**config.mk**
```make
export PLATFORM = sky130hd
export DESIGN_NAME = sad_min_search_flat
export DESIGN_NICKNAME = d
export VERILOG_FILES = /design/src/rtl/sad_pkg.sv /design/src/rtl/sad_min_search_if.sv /design/src/rtl/sad_min_cmp.sv /design/src/rtl/sad_min_search.sv /design/src/flat_wrapper.sv
export SDC_FILE = /design/constraint.sdc
export NUM_CORES = 1
export LEC_CHECK = 0
export CORE_MARGIN = 5
export CORE_UTILIZATION = 59
export DETAILED_ROUTE_END_ITERATION = 16
export HOLD_SLACK_MARGIN = 0.1
export PLACE_DENSITY = 0.85
export SLEW_MARGIN = 20
export SYNTH_ARGS = -nofsm -noshare
export SYNTH_HDL_FRONTEND = slang
export SYNTH_SLANG_ARGS = --single-unit
```
**constraint.sdc**
```tcl
create_clock -name clk -period 8.9 [get_ports clk]
set_input_delay 1.78 -clock clk [delete_from_list [all_inputs] [get_ports clk]]
set_output_delay 1.78 -clock clk [all_outputs]
set_load 0.02 [all_outputs]
```
**src/rtl/sad_pkg.sv**
```systemverilog
// Shared definitions for the motion-estimation SAD path: SAD width, search FSM
// states and the accumulator/index width helpers.
package sad_pkg;

  localparam int unsigned SAD_W = 10;

  typedef enum logic [1:0] {
    ST_IDLE  = 2'd0,
    ST_ACCUM = 2'd1,
    ST_DONE  = 2'd2
  } sad_state_e;

  // Accumulator wide enough for subblks full-scale SADs without overflow.
  function automatic int unsigned acc_w(input int unsigned subblks);
    return SAD_W + $clog2(subblks);
  endfunction

  function automatic int unsigned idx_w(input int unsigned num_cand);
    return (num_cand > 1) ? $clog2(num_cand) : 1;
  endfunction

endpackage

```
**src/rtl/sad_min_search_if.sv**
```systemverilog
// Upstream SAD stream and downstream best-match result bundle of sad_min_search.
interface sad_min_search_if #(
  parameter int unsigned SUBBLKS  = 4,
  parameter int unsigned NUM_CAND = 16
);
  import sad_pkg::*;

  localparam int unsigned ACC_W = acc_w(SUBBLKS);
  localparam int unsigned IDX_W = idx_w(NUM_CAND);

  logic             start;
  logic [SAD_W-1:0] sad_in;
  logic             in_valid;
  logic             in_ready;
  logic [ACC_W-1:0] best_sad;
  logic [IDX_W-1:0] best_idx;
  logic             out_valid;
  logic             out_ready;

  modport master (
    output start, sad_in, in_valid, out_ready,
    input  in_ready, best_sad, best_idx, out_valid
  );

  modport slave (
    input  start, sad_in, in_valid, out_ready,
    output in_ready, best_sad, best_idx, out_valid
  );

endinterface

```
**src/rtl/sad_min_cmp.sv**
```systemverilog
// Candidate-total vs running-best compare; the first candidate always wins.
module sad_min_cmp
  import sad_pkg::*;
#(
  parameter int unsigned ACC_W = 12
) (
  input  logic             first,
  input  logic [ACC_W-1:0] total,
  input  logic [ACC_W-1:0] best,
  output logic             take_new
);

  // Strict less-than so a tie keeps the earlier (lower-index) candidate.
  assign take_new = first | (total < best);

endmodule

```
**src/rtl/sad_min_search.sv**
```systemverilog
// Minimum-SAD search over NUM_CAND candidates of SUBBLKS 2x2 SADs each.
// Optional SAD_MIN_ZERO_EXIT_EN: a zero candidate total ends the search early.
module sad_min_search
  import sad_pkg::*;
#(
  parameter int unsigned SUBBLKS  = 4,
  parameter int unsigned NUM_CAND = 16
) (
  input  logic            clk,
  input  logic            rst,
  sad_min_search_if.slave bus
);

  localparam int unsigned ACC_W = acc_w(SUBBLKS);
  localparam int unsigned IDX_W = idx_w(NUM_CAND);
  localparam int unsigned SUB_W = (SUBBLKS > 1) ? $clog2(SUBBLKS) : 1;

  localparam logic [1:0] IDLE  = 2'(ST_IDLE);
  localparam logic [1:0] ACCUM = 2'(ST_ACCUM);
  localparam logic [1:0] DONE  = 2'(ST_DONE);

  logic [1:0]       state;
  logic [1:0]       state_nxt;
  logic [ACC_W-1:0] acc;
  logic [ACC_W-1:0] total;
  logic [ACC_W-1:0] best_sad;
  logic [IDX_W-1:0] best_idx;
  logic [SUB_W-1:0] sub_cnt;
  logic [IDX_W-1:0] cand_cnt;
  logic             in_ready;
  logic             out_valid;
  logic             beat;
  logic             last_sub;
  logic             last_cand;
  logic             zero_hit;
  logic             take_new;

  assign beat      = bus.in_valid & in_ready;
  assign last_sub  = (sub_cnt == SUB_W'(SUBBLKS - 1));
  assign last_cand = (cand_cnt == IDX_W'(NUM_CAND - 1));
  assign total     = acc + ACC_W'(bus.sad_in);

`ifdef SAD_MIN_ZERO_EXIT_EN
  assign zero_hit = (total == '0);
`else
  assign zero_hit = 1'b0;
`endif

  sad_min_cmp #(.ACC_W(ACC_W)) u_cmp (
    .first    (cand_cnt == '0),
    .total    (total),
    .best     (best_sad),
    .take_new (take_new)
  );

  // Next-state decode.
  always_comb begin
    state_nxt = state;
    case (state)
      IDLE:    if (bus.start) state_nxt = ACCUM;
      ACCUM:   if (beat && last_sub && (last_cand || zero_hit)) state_nxt = DONE;
      DONE:    if (bus.out_ready) state_nxt = IDLE;
      default: state_nxt = IDLE;
    endcase
  end

  // Handshake flags are registered alongside the state they decode.
  always_ff @(posedge clk or posedge rst) begin
    if (rst) begin
      state     <= IDLE;
      in_ready  <= 1'b0;
      out_valid <= 1'b0;
    end else begin
      state     <= state_nxt;
      in_ready  <= (state_nxt == ACCUM);
      out_valid <= (state_nxt == DONE);
    end
  end

  // Accumulation, candidate counting and best tracking.
  always_ff @(posedge clk or posedge rst) begin
    if (rst) begin
      acc      <= '0;
      sub_cnt  <= '0;
      cand_cnt <= '0;
      best_sad <= '0;
      best_idx <= '0;
    end else if (state == IDLE && bus.start) begin
      acc      <= '0;
      sub_cnt  <= '0;
      cand_cnt <= '0;
    end else if (beat) begin
      if (last_sub) begin
        acc      <= '0;
        sub_cnt  <= '0;
        cand_cnt <= cand_cnt + IDX_W'(1);
        if (take_new) begin
          best_sad <= total;
          best_idx <= cand_cnt;
        end
      end else begin
        acc     <= total;
        sub_cnt <= sub_cnt + SUB_W'(1);
      end
    end
  end

  assign bus.in_ready  = in_ready;
  assign bus.out_valid = out_valid;
  assign bus.best_sad  = best_sad;
  assign bus.best_idx  = best_idx;

endmodule

```
**src/flat_wrapper.sv**
```systemverilog
// flat-port wrapper written by rule: the top's interface ports become plain ports
module sad_min_search_flat import sad_pkg::*;
#(
  parameter int unsigned SUBBLKS  = 4,
  parameter int unsigned NUM_CAND = 16
)
  (clk, rst, bus_start, bus_sad_in, bus_in_valid, bus_out_ready, bus_in_ready, bus_best_sad, bus_best_idx, bus_out_valid);
  sad_min_search_if #(.SUBBLKS(SUBBLKS), .NUM_CAND(NUM_CAND)) bus_i ();
  input  logic clk;
  input  logic rst;
  input wire logic [$bits(bus_i.start)-1:0] bus_start;
  input wire logic [$bits(bus_i.sad_in)-1:0] bus_sad_in;
  input wire logic [$bits(bus_i.in_valid)-1:0] bus_in_valid;
  input wire logic [$bits(bus_i.out_ready)-1:0] bus_out_ready;
  output wire logic [$bits(bus_i.in_ready)-1:0] bus_in_ready;
  output wire logic [$bits(bus_i.best_sad)-1:0] bus_best_sad;
  output wire logic [$bits(bus_i.best_idx)-1:0] bus_best_idx;
  output wire logic [$bits(bus_i.out_valid)-1:0] bus_out_valid;
  assign bus_i.start = bus_start;
  assign bus_i.sad_in = bus_sad_in;
  assign bus_i.in_valid = bus_in_valid;
  assign bus_i.out_ready = bus_out_ready;
  assign bus_in_ready = bus_i.in_ready;
  assign bus_best_sad = bus_i.best_sad;
  assign bus_best_idx = bus_i.best_idx;
  assign bus_out_valid = bus_i.out_valid;
  sad_min_search #(.SUBBLKS(SUBBLKS), .NUM_CAND(NUM_CAND)) u_core (.clk(clk), .rst(rst), .bus(bus_i));
endmodule
```
==> run summary <==
Status - completed
GRT Residual Overflow - 0
Fin crit share - 0.642
Reg-to-reg slack, setup - 4.72 ns
Worst slew pin tran - 1.13 ns
WHS Endpoint - u_core.bus.in_ready$_DFF_PP0_
Hold path depth - 1
Cell with the most instances after synthesis - dfrtp_1
Full die area - 5320 um^2
Sw Ratio - 0.428
Sequential Power Share - 0.277
Drt total wl - 4950 um
Number of DRC markers in iteration 0 - 125
Min-delay src - u_core.state[1]$_DFF_PP0_
Total Neg Setup Slack - 0 ns
Pin count of the biggest net entering global routing - 39
R2R depth - 15
Power share of the combinational group - 0.609
GPL Wtd Cong - 0.819
Area Overhead vs Synth - 19.0%
CP Class - in -> reg
R2r endpoint - u_core.bus.best_sad[2]$_DFFE_PP0P_
FMAX - 0.175 GHz
CP Cell Sequence - clkdlybuf4s50_1 -> ha_1 -> inv_1 -> fa_1 -> nor2b_1 -> o31a_1 -> o31ai_1 -> nand2_1 -> o311ai_1 -> ha_1 -> nand2_1 -> o21ai_2 -> a2111oi_4 -> o21ai_1 -> a211o_1 -> mux2_4
Hpwl dp - 3670 um
CTS clk-pin slew, worst paths - 0.08 ns
Clk Latency, worst-skew pair - 0.30 ns
Worst endpoint data arrival time - 5.91 ns
Sequential fraction of the synthesis area - 0.407
Vias in the first global route - 1811
Worst r2r src - u_core.acc[0]$_DFFE_PP0P_
Setup crit end kind - flip-flop
P_sw - 0.477 mW
Core Region - 3740 um^2
Die width - 72.9 um
Setup Skew - 0.00648 ns
Rel. slew slack - 0.244
Drt wl/cell - 16.2 um
FP Rows - 22
DRC - 0
Crit path time final - 5.72 ns
Initial antenna violation count - 0
Nets - 296
Routed via count - 1752
Top FF cell, synth - dfrtp_1
Setup violators final - 0
Largest stage delay, worst path - 0.57 ns
Min-Delay Path Class - reg -> reg
Post-CTS Setup Bufs - 0
Unique masters post-synth - 40
Ant. Diodes - 0
CTS root buffer - clkbuf_8
Final-report hold violation count - 0
Synth Register Bits - 38
Synth async-reset ratio - 1.00
Clock power frac - 0.113
Clk sinks - 38
Number of synthesized flops with an enable pin - 0
Final std cells w/o fill - 305
Max Cap Violations - 0
Internal Pwr Total - 0.638 mW
Global Route Usage Sum - 0.208
Synth Instances - 221
IO Port Bufs - 32
TritonCTS clock tree - done
Fraction of layout instances using a drive strength above 1 - 0.125
Ranking of synthesized cells by area - dfrtp_1 41%, ha_1 13%, mux2_4 5.8%
Vias/cell - 5.74
YS warnings - 0
Syn_nets - 261
Max VDD drop - 0.000218 V
First-pass GRT wire length - 8420 um
Die Y - 72.9 um
Number of CTS-inserted buffers - 5
Final core utilization - 0.743
Smallest hold slack - 0.507 ns
Post-synth top cells - 38 x dfrtp_1, 24 x ha_1, 22 x inv_1
RSZ-0062 raised after global routing - no
PD cells - 401 nW/um^2
Mean post-synth cell area - 10.6 um^2
Clock Tree Buf Depth - 2
IO Count - 33
WP data required - 9.09 ns
H-tree depth - 2
Element type at the critical path start - input port
Mapped cell area - 2340 um^2
Router iterations before antenna repair - 4
Crit-path slowest cell - a211o_1
Share of the synthesized area in the top cell type - 0.407
Placed cell count - 297
Leakage - 1.31 nW
Post-route ant nets - 0
Yosys top cell by area - dfrtp_1
Post_cts resized - 0
Fin. max-slew vios - 0
Hold Buf Count CTS - 0
Starting Density - 0.624
CP max FO - 16
cells in the final DEF (no fill, tap or decap), types with 2 or more instances in the layout:
master,instances
a31o_2,2
a211oi_1,3
inv_1,22
nor3_1,5
buf_4,2
nand3_1,4
dfrtp_1,38
a211o_1,2
xor2_1,5
nor2b_1,4
clkdlybuf4s50_1,32
xnor2_1,6
a21oi_1,16
nor2_1,18
o211ai_1,2
a21oi_2,2
a21o_1,2
nand2_1,12
a22o_1,12
o21ai_0,5
mux2_4,9
mux2_2,6
clkbuf_8,6
ha_1,24
worst max-delay path by stage:
stage | start | end | slack, ns | depth (start not counted)
final | bus_sad_in[0] | u_core.bus.best_sad[2]$_DFFE_PP0P_ | 3.18 | 16
after global routing | bus_sad_in[0] | u_core.bus.best_sad[4]$_DFFE_PP0P_ | 2.96 | 16
after CTS | bus_sad_in[0] | u_core.bus.best_sad[2]$_DFFE_PP0P_ | 3.20 | 16
after detailed placement | bus_sad_in[0] | u_core.bus.best_sad[2]$_DFFE_PP0P_ | 2.92 | 16
after global placement | bus_sad_in[0] | u_core.bus.best_sad[3]$_DFFE_PP0P_ | 3.06 | 16
after floorplan | bus_sad_in[0] | u_core.bus.best_idx[0]$_DFFE_PP0P_ | 3.94 | 17
worst max-delay path, delay by kind of cell:
family	cells	cell delay [ns]
AND/OR/NAND/NOR	3	0.26
AO/OA/AOI/OAI	7	2.13
buffers and inverters	2	0.51
adder cells (fa/ha/maj)	3	0.81
multiplexers	1	0.42
sequential cells by signal (all words and copies together) (netlist names):
name and flops:
u_core.acc 12, u_core.bus.best_sad 12, u_core.bus.best_idx 4, u_core.cand_cnt 4, u_core.state 2, u_core.sub_cnt 2
u_core.bus.in_ready 1, u_core.bus.out_valid 1
metal layers:
metal,GRT usage,share of wire,vias to the layer above
met2,0.317,0.48,45
met4,0.115,0.026,0
met3,0.0413,0.048,12
met1,0.276,0.44,841
li1,-,-,854
met5,0,0,-
cells by family after synthesis:
| kind of cell | after synthesis | synth area share |
|---|---|---|
| AOI/OAI and AO/OA | 56 | 0.177 |
| adders and majority gates | 25 | 0.137 |
| muxes | 16 | 0.0910 |
| DFF | 38 | 0.407 |
| xor gates and xnor gates | 11 | 0.0412 |
| buffers and inverters | 28 | 0.0551 |
| and+or+nand+nor | 47 | 0.0915 |
cell type report:
cell class                 count  area [um^2]
clock buffer                   6         82.6
clock inverter                 2         12.5
fill                         284          962
inverter                      22         82.6
multi-input combinational    155         1260
sequential                    38          951
tap                           48         60.1
timing repair buffer          34          335
metrics by stage:
stage	power (mW)	cell area [um^2]	setup WS (ns)
finish	1.11	2780	3.18
global route	1.21	2780	2.96
CTS	1.12	2780	3.20
detailed placement	0.986	2690	2.92
global placement	0.958	2690	3.06
floorplan	0.801	2340	3.94
power groups by stage:
| stage | registers [mW] | logic, mW | clock network, mW |
|---|---|---|---|
| after detailed placement | 0.309 | 0.677 | 0 |
| after floorplan | 0.336 | 0.465 | 0 |
| final | 0.309 | 0.679 | 0.126 |
| after CTS | 0.308 | 0.682 | 0.127 |
| after global placement | 0.306 | 0.652 | 0 |
| after global routing | 0.320 | 0.759 | 0.135 |
(Power assumes the default switching activity.)
